$ cat config.mk
export PLATFORM = sky130hd
export DESIGN_NAME = mem_access_unit_flat
export DESIGN_NICKNAME = d
export VERILOG_FILES = /design/src/rtl/mem_access_unit_pkg.sv /design/src/rtl/mem_access_unit_if.sv /design/src/rtl/mem_load_align.sv /design/src/rtl/mem_access_unit.sv /design/src/flat_wrapper.sv
export SDC_FILE = /design/constraint.sdc
export NUM_CORES = 1
export LEC_CHECK = 0
export CAP_MARGIN = 10
export CORE_MARGIN = 1
export CORE_UTILIZATION = 25
export CTS_BUF_LIST = sky130_fd_sc_hd__clkbuf_2
export DETAILED_ROUTE_END_ITERATION = 10
export GPL_ROUTABILITY_DRIVEN = 0
export GPL_TIMING_DRIVEN = 0
export PLACE_DENSITY = 0.59
export SLEW_MARGIN = 20
export SYNTH_ARGS = -nofsm -noshare
export SYNTH_HDL_FRONTEND = slang
export SYNTH_SLANG_ARGS = --single-unit
$ cat constraint.sdc
create_clock -name clk -period 2.5 [get_ports clk]
set_input_delay 0.5 -clock clk [delete_from_list [all_inputs] [get_ports clk]]
set_output_delay 0.5 -clock clk [all_outputs]
set_load 0.05 [all_outputs]
$ cat src/rtl/mem_access_unit_pkg.sv
// Shared types for the MEM-stage access unit.
//   interconnection_struct : EX->MEM->WB pipeline packet
//   mau_state_t            : access FSM states
//   MEM_UNIT_*             : one-hot access size codes carried in mem_req_unit
//   unit_* helpers         : size decode used by the legality check and store lane steering
package mem_access_unit_pkg;

    localparam int unsigned DMEM_DATA_W = 64;

    localparam logic [3:0] MEM_UNIT_B = 4'b0001;
    localparam logic [3:0] MEM_UNIT_H = 4'b0010;
    localparam logic [3:0] MEM_UNIT_W = 4'b0100;
    localparam logic [3:0] MEM_UNIT_D = 4'b1000;

    typedef enum logic [1:0] {IDLE, REQ, WAIT} mau_state_t;

    typedef struct packed {
        logic        is_valid;
        logic [63:0] pc;
        logic [63:0] alu_result;    // effective address for loads/stores
        logic        mem_rd;
        logic        mem_wr;
        logic        mem_wr_en;
        logic [3:0]  mem_req_unit;
        logic        mem_ext;
        logic [63:0] mem_data;
        logic        rf_wr;
        logic [4:0]  rf_wr_addr;
        logic [63:0] rf_wr_data;
    } interconnection_struct;

    function automatic logic unit_onehot(input logic [3:0] unit);
        return unit inside {MEM_UNIT_B, MEM_UNIT_H, MEM_UNIT_W, MEM_UNIT_D};
    endfunction

    function automatic logic unit_aligned(input logic [3:0] unit, input logic [2:0] off);
        case (unit)
            MEM_UNIT_B: return 1'b1;
            MEM_UNIT_H: return off[0] == 1'b0;
            MEM_UNIT_W: return off[1:0] == 2'b00;
            MEM_UNIT_D: return off == 3'b000;
            default:    return 1'b0;
        endcase
    endfunction

    // Byte-enable pattern of an access before it is shifted to its lane.
    function automatic logic [7:0] unit_be_base(input logic [3:0] unit);
        case (unit)
            MEM_UNIT_B: return 8'h01;
            MEM_UNIT_H: return 8'h03;
            MEM_UNIT_W: return 8'h0F;
            MEM_UNIT_D: return 8'hFF;
            default:    return 8'h00;
        endcase
    endfunction

endpackage

$ cat src/rtl/mem_access_unit_if.sv
// Data-memory req/gnt/rvalid bus.
//   req/we/be/addr/wdata : request side, driven by the master (the access unit)
//   gnt                  : request accepted this cycle
//   rvalid/rdata         : load response, earliest the cycle after gnt
interface mem_access_unit_if
    import mem_access_unit_pkg::*;
#(
    parameter int unsigned ADDR_W = 64,
    parameter int unsigned DATA_W = DMEM_DATA_W
) ();

    logic              req;
    logic              we;
    logic [7:0]        be;
    logic [ADDR_W-1:0] addr;
    logic [DATA_W-1:0] wdata;
    logic              gnt;
    logic              rvalid;
    logic [DATA_W-1:0] rdata;

    modport master (
        output req, we, be, addr, wdata,
        input  gnt, rvalid, rdata
    );

    modport slave (
        input  req, we, be, addr, wdata,
        output gnt, rvalid, rdata
    );

endinterface

$ cat src/rtl/mem_load_align.sv
// Combinational load-data alignment.
//   rdata   : 64-bit word returned by memory
//   addr_lo : byte offset of the access within the word
//   unit    : one-hot access size (B/H/W/D)
//   ext     : 1 = sign-extend, 0 = zero-extend
//   result  : aligned, extended value for the register file
module mem_load_align
    import mem_access_unit_pkg::*;
(
    input  logic [63:0] rdata,
    input  logic [2:0]  addr_lo,
    input  logic [3:0]  unit,
    input  logic        ext,
    output logic [63:0] result
);

    logic [63:0] shifted;

    always_comb begin
        shifted = rdata >> {addr_lo, 3'b000};
        result  = shifted;
        unique case (unit)
            MEM_UNIT_B: result = {{56{ext & shifted[7]}},  shifted[7:0]};
            MEM_UNIT_H: result = {{48{ext & shifted[15]}}, shifted[15:0]};
            MEM_UNIT_W: result = {{32{ext & shifted[31]}}, shifted[31:0]};
            MEM_UNIT_D: result = shifted;
            default:    result = shifted;
        endcase
    end

endmodule

$ cat src/rtl/mem_access_unit.sv
// MEM-stage access unit: executes loads/stores on the data-memory bus and forwards one
// registered packet per instruction to WB.
//   clk, rst  : clock, synchronous active-high reset
//   ex_pkt_i  : packet from EX, held stable while stall_o=1
//   wb_pkt_o  : registered packet to WB (load data merged into rf_wr_data)
//   stall_o   : an access is in flight; upstream must hold
//   err_o     : one-cycle pulse for a misaligned or malformed access
//   dmem      : data-memory bus (master side)
module mem_access_unit
    import mem_access_unit_pkg::*;
#(
    parameter int unsigned ADDR_W = 64,
    parameter int unsigned DATA_W = 64
) (
    input  logic                  clk,
    input  logic                  rst,
    input  interconnection_struct ex_pkt_i,
    output interconnection_struct wb_pkt_o,
    output logic                  stall_o,
    output logic                  err_o,
    mem_access_unit_if.master     dmem
);

    mau_state_t            state_q, state_d;
    interconnection_struct hold_q, hold_d;
    interconnection_struct wb_q, wb_d;
    logic                  err_q, err_d;

    logic [2:0]        ex_off;
    logic              ex_is_mem;
    logic              ex_illegal;
    logic [2:0]        hold_off;
    logic [63:0]       load_data;
    logic [DATA_W-1:0] store_lanes;

    assign ex_off    = ex_pkt_i.alu_result[2:0];
    assign ex_is_mem = ex_pkt_i.mem_rd | ex_pkt_i.mem_wr;
    assign ex_illegal = ex_is_mem &
                        ((ex_pkt_i.mem_rd & ex_pkt_i.mem_wr) |
                         ~unit_onehot(ex_pkt_i.mem_req_unit) |
                         ~unit_aligned(ex_pkt_i.mem_req_unit, ex_off));

    assign hold_off    = hold_q.alu_result[2:0];
    assign store_lanes = hold_q.mem_data << {hold_off, 3'b000};

    mem_load_align u_load_align (
        .rdata   (dmem.rdata),
        .addr_lo (hold_off),
        .unit    (hold_q.mem_req_unit),
        .ext     (hold_q.mem_ext),
        .result  (load_data)
    );

    always_comb begin
        state_d = state_q;
        hold_d  = hold_q;
        wb_d    = '0;
        err_d   = 1'b0;
        unique case (state_q)
            IDLE: begin
                if (ex_pkt_i.is_valid) begin
                    if (!ex_is_mem) begin
                        wb_d = ex_pkt_i;
                    end else if (ex_illegal) begin
                        // Retire without a bus access and suppress the register write.
                        wb_d       = ex_pkt_i;
                        wb_d.rf_wr = 1'b0;
                        err_d      = 1'b1;
                    end else begin
                        hold_d  = ex_pkt_i;
                        state_d = REQ;
                    end
                end
            end
            REQ: begin
                if (dmem.gnt) begin
                    if (hold_q.mem_wr) begin
                        wb_d    = hold_q;
                        state_d = IDLE;
                    end else begin
                        state_d = WAIT;
                    end
                end
            end
            WAIT: begin
                if (dmem.rvalid) begin
                    wb_d            = hold_q;
                    wb_d.rf_wr_data = load_data;
                    state_d         = IDLE;
                end
            end
            default: state_d = IDLE;
        endcase
    end

    // Bus request fields come only from the hold register so they stay stable until gnt.
    always_comb begin
        dmem.req   = 1'b0;
        dmem.we    = 1'b0;
        dmem.be    = 8'h00;
        dmem.addr  = '0;
        dmem.wdata = '0;
        if (state_q == REQ) begin
            dmem.req  = 1'b1;
            dmem.we   = hold_q.mem_wr;
            dmem.addr = {hold_q.alu_result[ADDR_W-1:3], 3'b000};
            if (hold_q.mem_wr) begin
                dmem.be    = unit_be_base(hold_q.mem_req_unit) << hold_off;
                dmem.wdata = store_lanes;
            end
        end
    end

    always_ff @(posedge clk) begin
        if (rst) begin
            state_q <= IDLE;
            hold_q  <= '0;
            wb_q    <= '0;
            err_q   <= 1'b0;
        end else begin
            state_q <= state_d;
            hold_q  <= hold_d;
            wb_q    <= wb_d;
            err_q   <= err_d;
        end
    end

    assign wb_pkt_o = wb_q;
    assign err_o    = err_q;
    assign stall_o  = (state_q != IDLE);

endmodule

$ cat src/flat_wrapper.sv
// flat-port wrapper written by rule: the top's interface ports become plain ports
module mem_access_unit_flat import mem_access_unit_pkg::*;
#(
    parameter int unsigned ADDR_W = 64,
    parameter int unsigned DATA_W = 64
)
  (clk, rst, ex_pkt_i, wb_pkt_o, stall_o, err_o, dmem_req, dmem_we, dmem_be, dmem_addr, dmem_wdata, dmem_gnt, dmem_rvalid, dmem_rdata);
  mem_access_unit_if #(.ADDR_W(ADDR_W), .DATA_W(DATA_W)) dmem_i ();
  input  logic clk;
  input  logic rst;
  input  interconnection_struct ex_pkt_i;
  output interconnection_struct wb_pkt_o;
  output logic stall_o;
  output logic err_o;
  output wire logic [$bits(dmem_i.req)-1:0] dmem_req;
  output wire logic [$bits(dmem_i.we)-1:0] dmem_we;
  output wire logic [$bits(dmem_i.be)-1:0] dmem_be;
  output wire logic [$bits(dmem_i.addr)-1:0] dmem_addr;
  output wire logic [$bits(dmem_i.wdata)-1:0] dmem_wdata;
  input wire logic [$bits(dmem_i.gnt)-1:0] dmem_gnt;
  input wire logic [$bits(dmem_i.rvalid)-1:0] dmem_rvalid;
  input wire logic [$bits(dmem_i.rdata)-1:0] dmem_rdata;
  assign dmem_req = dmem_i.req;
  assign dmem_we = dmem_i.we;
  assign dmem_be = dmem_i.be;
  assign dmem_addr = dmem_i.addr;
  assign dmem_wdata = dmem_i.wdata;
  assign dmem_i.gnt = dmem_gnt;
  assign dmem_i.rvalid = dmem_rvalid;
  assign dmem_i.rdata = dmem_rdata;
  mem_access_unit #(.ADDR_W(ADDR_W), .DATA_W(DATA_W)) u_core (.clk(clk), .rst(rst), .ex_pkt_i(ex_pkt_i), .wb_pkt_o(wb_pkt_o), .stall_o(stall_o), .err_o(err_o), .dmem(dmem_i));
endmodule
* After elaboration in Yosys (flattened, before gate mapping)
Index checks and enable logic that the tools add are counted.
Storage, ports and cells: register bits 545, input port bits 339, output and inout port bits 411, logic and storage cells 94
Operators by class: equality and inequality tests 15, shift operators 3, mux-type cells 27, bitwise logic cells 15, reduce and logical (&&, ||, !) cells 8
Operators by type and width (number):
- two-way mux 271 bit | 6
- one-hot mux 271 bit (3 select lines) | 1
- two-way mux 64 bit | 3
- one-hot mux 64 bit (3 select lines) | 1
- << shifter 64 x 6 -> 64 bit | 1
- right shift 64 x 6 -> 64 bit | 1
- two-way mux 8 bit | 4
- one-hot mux 8 bit (4 select lines) | 1
- two-way mux 2 bit | 6
- == test 4 x 1 -> 1 bit, second input constant | 2
- == test 4 x 2 -> 1 bit, second input constant | 2
- == test 4 x 3 -> 1 bit, second input constant | 2
- == test 4 bit, second input constant | 2
- != test 2 bit, second input constant | 4
- << shifter 8 x 3 -> 8 bit | 1
- NOT 1 bit | 7
- one-hot mux 2 bit (3 select lines) | 1
- bitwise AND 1 bit | 5
- AND reduction 5 bit | 1
- logical NOT 2 bit | 2
- one-hot mux 1 bit (4 select lines) | 1
- AND reduction 4 bit | 1
- nonzero test 4 bit | 1
- OR reduction 4 bit | 1
- 7 further kinds | 11

* Depth between registers and ports, before layout
depth in word-level cells 10, gate-level depth with buffers 11, gate-level depth less buffers 7

* Modules after synthesis
From an unflattened synthesis, not the netlist that was laid out.
Unflattened totals: cells, all modules 2406, area, all modules 24384.6 µm²
Modules (own cells, without submodules):
- mem_access_unit | times used 1, cells each 2114, area each 21972.3 µm², sequential area each 10910.5 µm²
- mem_load_align | times used 1, cells each 292, area each 2412.3 µm², sequential area each 0.0 µm²

* Least setup slack after synthesis
Ideal clock, no wire load.
path type reg2out, start register u_core.hold_q (netlist bit u_core.hold_off[0]), end output dmem_be[6], arrival 2.934 ns, required time 2.000 ns, path slack -0.934 ns, cell stages (with the launch flop) 10, path buffers 7, cells stage by stage dfxtp_1 buf_4 buf_4 buf_6 buf_4 buf_4 buf_2 buf_2 a311oi_1 a211oi_1
On the way: word-level cells in the longest chain between the ends 3
RTL lines:
- from (decl) | line mem_access_unit.sv:25 | interconnection_struct hold_q, hold_d;
- from (signal assigned) | line mem_access_unit.sv:122 | hold_q <= hold_d;
- << shifter 8 x 3 -> 8 bit | line mem_access_unit.sv:108 | dmem.be = unit_be_base(hold_q.mem_req_unit) << hold_off;
- two-way mux 8 bit | line mem_access_unit.sv:107 | if (hold_q.mem_wr) begin
- two-way mux 8 bit | line mem_access_unit.sv:103 | if (state_q == REQ) begin
- to (decl) | line flat_wrapper.sv:17 | output wire logic [$bits(dmem_i.be)-1:0] dmem_be;
No other way between the ends.

* Final worst setup path
start register u_core.hold_q (netlist bit u_core.hold_off[1]), end output dmem_wdata[55]
On the way: word-level cells in the longest chain between the ends 3
RTL lines:
- << shifter 64 x 6 -> 64 bit | line mem_access_unit.sv:44 | assign store_lanes = hold_q.mem_data << {hold_off, 3'b000};
- two-way mux 64 bit | line mem_access_unit.sv:107
- two-way mux 64 bit | line mem_access_unit.sv:103
- to (decl) | line flat_wrapper.sv:19 | output wire logic [$bits(dmem_i.wdata)-1:0] dmem_wdata;
No other way between the ends.

==> out/metrics.csv <==
metric;value;unit
hold_viol;0;
crit_path_end_kind;output port;
outcome;finished, violations left;
yosys.area_share.simple;19.65;%
power.density;458.7;nW/um2
worst-path-max-fanout;6;
startpoint;u_core.hold_off[1]$_SDFFE_PP0P_;
first_pass_iters;6;
syn_area;23320;um2
finalWorstSetupSlack;-1.427;ns
grt-ovfl-total;0;
min_period_over_period;157.1;%
max_cap_violations;0;
grt_pass1_vias;28490;
hold_class;input port to flip-flop;
layout_commonest_cell;nand2_1;
cp-start-kind;flip-flop;
arrival;3.43;ns
final_util;47.75;%
tightest_slew;1.031;ns
die_h;307.4;um
final_cell_mix;nand2_1, dlygate4sd3_1, buf_8;
maxSlewViolCount;0;
seq_area;11280;um2
synth-adder-area-share;0;%
layout.nets;4558;
start_util;25.33;%
clock-sinks;545;
yosysWarnings;0;
synthTopCellsByArea;dfxtp_1, nand2_1, a22oi_1, a21oi_1, nor2_1;
setup_viol;166;
drt-vias-per-instance;5.031;
grt_max_degree;17;
synth.ff_latch_count;545;
reg2reg_depth;8;
synth_top_area_cell;dfxtp_1;
insertion_delay;1.51;ns
cts_tree;yes;
hold-worst-slack;0.1630;ns
die_x;307.4;um
grt_pass1_wl;189400;um
cts-root-buf;clkbuf_2;
combPwrFrac;20.2;%
crit_path_end;dmem_wdata[55];
synth_edf_count;0;
synthArstFlopShare;0;%
r2r-start;u_core.hold_q[136]$_SDFFE_PP0P_;
clock_skew;0.1006;ns
rows;111;
fmax;254.6;MHz
pwr-share-clk;34.3;%
worstPathRequired;2.00;ns
fill_cells;8647;
ant_nets;0;
htreeDepth;4;
p_sw;6.661;mW
power_frac_seq;45.6;%
grt_antenna_before_repair;29;
drt-initial-drc-count;2330;
violations;setup timing;
core_area;92080;um2
ys_types;64;
min_period;3.927;ns
reg2reg_slack;0.02;ns
worstHoldStart;ex_pkt_i[13];
synth-compound-area-share;21.08;%
grt.total_usage;27.34;%
wl;134100;um
cts_made_buffers;153;
swShare;33.03;%
crit_type;flip-flop to output port;
clk_pin_slew;0.10;ns
drcViolationCount;0;
p_leak;16.52;nW
rsz0062_at_grt;yes;
die_area;94520;um2
vdd_drop_max;432.0;uV
ys.flop_type;dfxtp_1;
io_buffers;745;
p_int;13.50;mW
via_count;28160;
io_pins;750;
syn_inst;2826;
avgSynthCellArea;8.253;um2
areaGrowthSynthToFinish;88.51;%
synth_top_area_share;46.78;%
ys_seq_area_share;46.78;%
clockBufferDepth;3;
synth.area.mux_share;7.339;%
multi_input_area;13060;um2
rr_endpoint;u_core.wb_pkt_o[40]$_SDFF_PP0_;
relSlewSlack;31.26;%
synth_top_family_by_area;compound AO/OA/AOI/OAI gates;
synth_xor_xnor_area_share;0.1127;%
dp_hpwl;96010;um
wl_per_cell;23.95;um
drive_above_1_share;36.40;%
==> flip-flops by register name, summed over array words and instances, names as in the netlist <==
signal           flops
u_core.wb_pkt_o    271
u_core.state_q       2
u_core.hold_q      268
u_core.err_o         1
u_core.hold_off      3
==> cell type report <==
type | count | area share [%]
clock buffers | 216 | 2.459
diodes | 22 | 0.1252
repair buffers | 1251 | 33.22
plain buffers | 247 | 4.505
clock inverters | 53 | 0.7286
flip-flops and latches | 545 | 25.66
inverters | 6 | 0.05976
multi-input cells | 2015 | 29.70
well taps | 1243 | 3.537
==> per-layer routing <==
metal	vias to the layer above	GRT usage [%]	part of all wire, %
met1	13500	31.82	38
li1	12690	-	-
met2	1600	46.59	48
met3	358	8.176	9.2
met5	-	0	0.081
met4	18	11.13	3.8
==> worst max-delay path, stage by stage (launching register included) <==
cell       delay [ns]
dfxtp_4          0.39
buf_8            0.14
clkbuf_16        0.16
buf_12           0.14
buf_12           0.13
buf_16           0.14
mux2i_4          0.19
o21ai_4          0.24
a21oi_4          0.09
nor2_4           0.17
buf_8            0.17
==> cells by family after synthesis <==
kind of cell | count (synthesis)
muxes | 135
and+or+nand+nor | 1089
buffers and inverters | 269
other | 1
AOI/OAI and AO/OA | 784
DFF | 545
xor gates and xnor gates | 3
==> power by group through the flow <==
stage	logic (mW)	clock network, mW	registers [mW]
finish	4.07	6.91	9.19
detailed placement	3.14	0	9.27
floorplan	0.898	0	9.91
CTS	3.98	7.09	9.17
global placement	3.13	0	9.27
global route	4.25	7.60	9.21
==> synthesized netlist by cell type (all sizes together), types with 3 or more instances <==
cell	number
nand2	612
dfxtp	545
a21oi	321
nor2	293
a22oi	246
clkbuf	169
buf	94
o21ai	93
mux2i	90
and2	80
nor2b	38
a211oi	29
mux4	27
a31oi	25
and3	18
mux2	18
a221o	15
nand2b	15
a21o	9
nor3	9
o211ai	9
a211o	7
o22a	7
inv	6
or2	4
nand3	3
nor4	3
nor4b	3
xor2	3
==> worst min-delay path by stage <==
stage	cells after the start	end
floorplan	2	u_core.hold_q[69]$_SDFFE_PP0P_
global placement	2	u_core.hold_q[24]$_SDFFE_PP0P_
detailed placement	2	u_core.hold_q[264]$_SDFFE_PP0P_
CTS	4	u_core.hold_q[219]$_SDFFE_PP0P_
global route	4	u_core.hold_q[26]$_SDFFE_PP0P_
finish	4	u_core.hold_q[13]$_SDFFE_PP0P_
==> timing repair <==
| action | 4_1_cts | 5_1_grt |
|---|---|---|
| hold buffers | 368 | 0 |
| resized for setup | 3999 | 216 |
| cloned | 10 | 3 |
| endpoints found under the setup margin | 904 | 583 |
| setup buffers | 89 | 49 |
| endpoints found under the hold margin | 542 | 0 |
| pin swaps | 82 | 65 |
==> through the flow <==
step / instance area [um2] / worst slack (ns) / TNS (ns) / total power [mW] / cells
final: 43960 / -1.427 / -140.04 / 20.17 / 5598
after global routing: 43950 / -1.629 / -201.92 / 21.06 / 5594
after CTS: 43030 / -1.731 / -219.14 / 20.24 / 5550
after detailed placement: 32940 / -2.173 / -883.86 / 12.41 / 4818
after global placement: 32880 / -2.310 / -1029.84 / 12.40 / 4816
after floorplan: 23870 / -0.1280 / -0.6811 / 10.81 / 2828
Power figures use the tool's default switching activity.
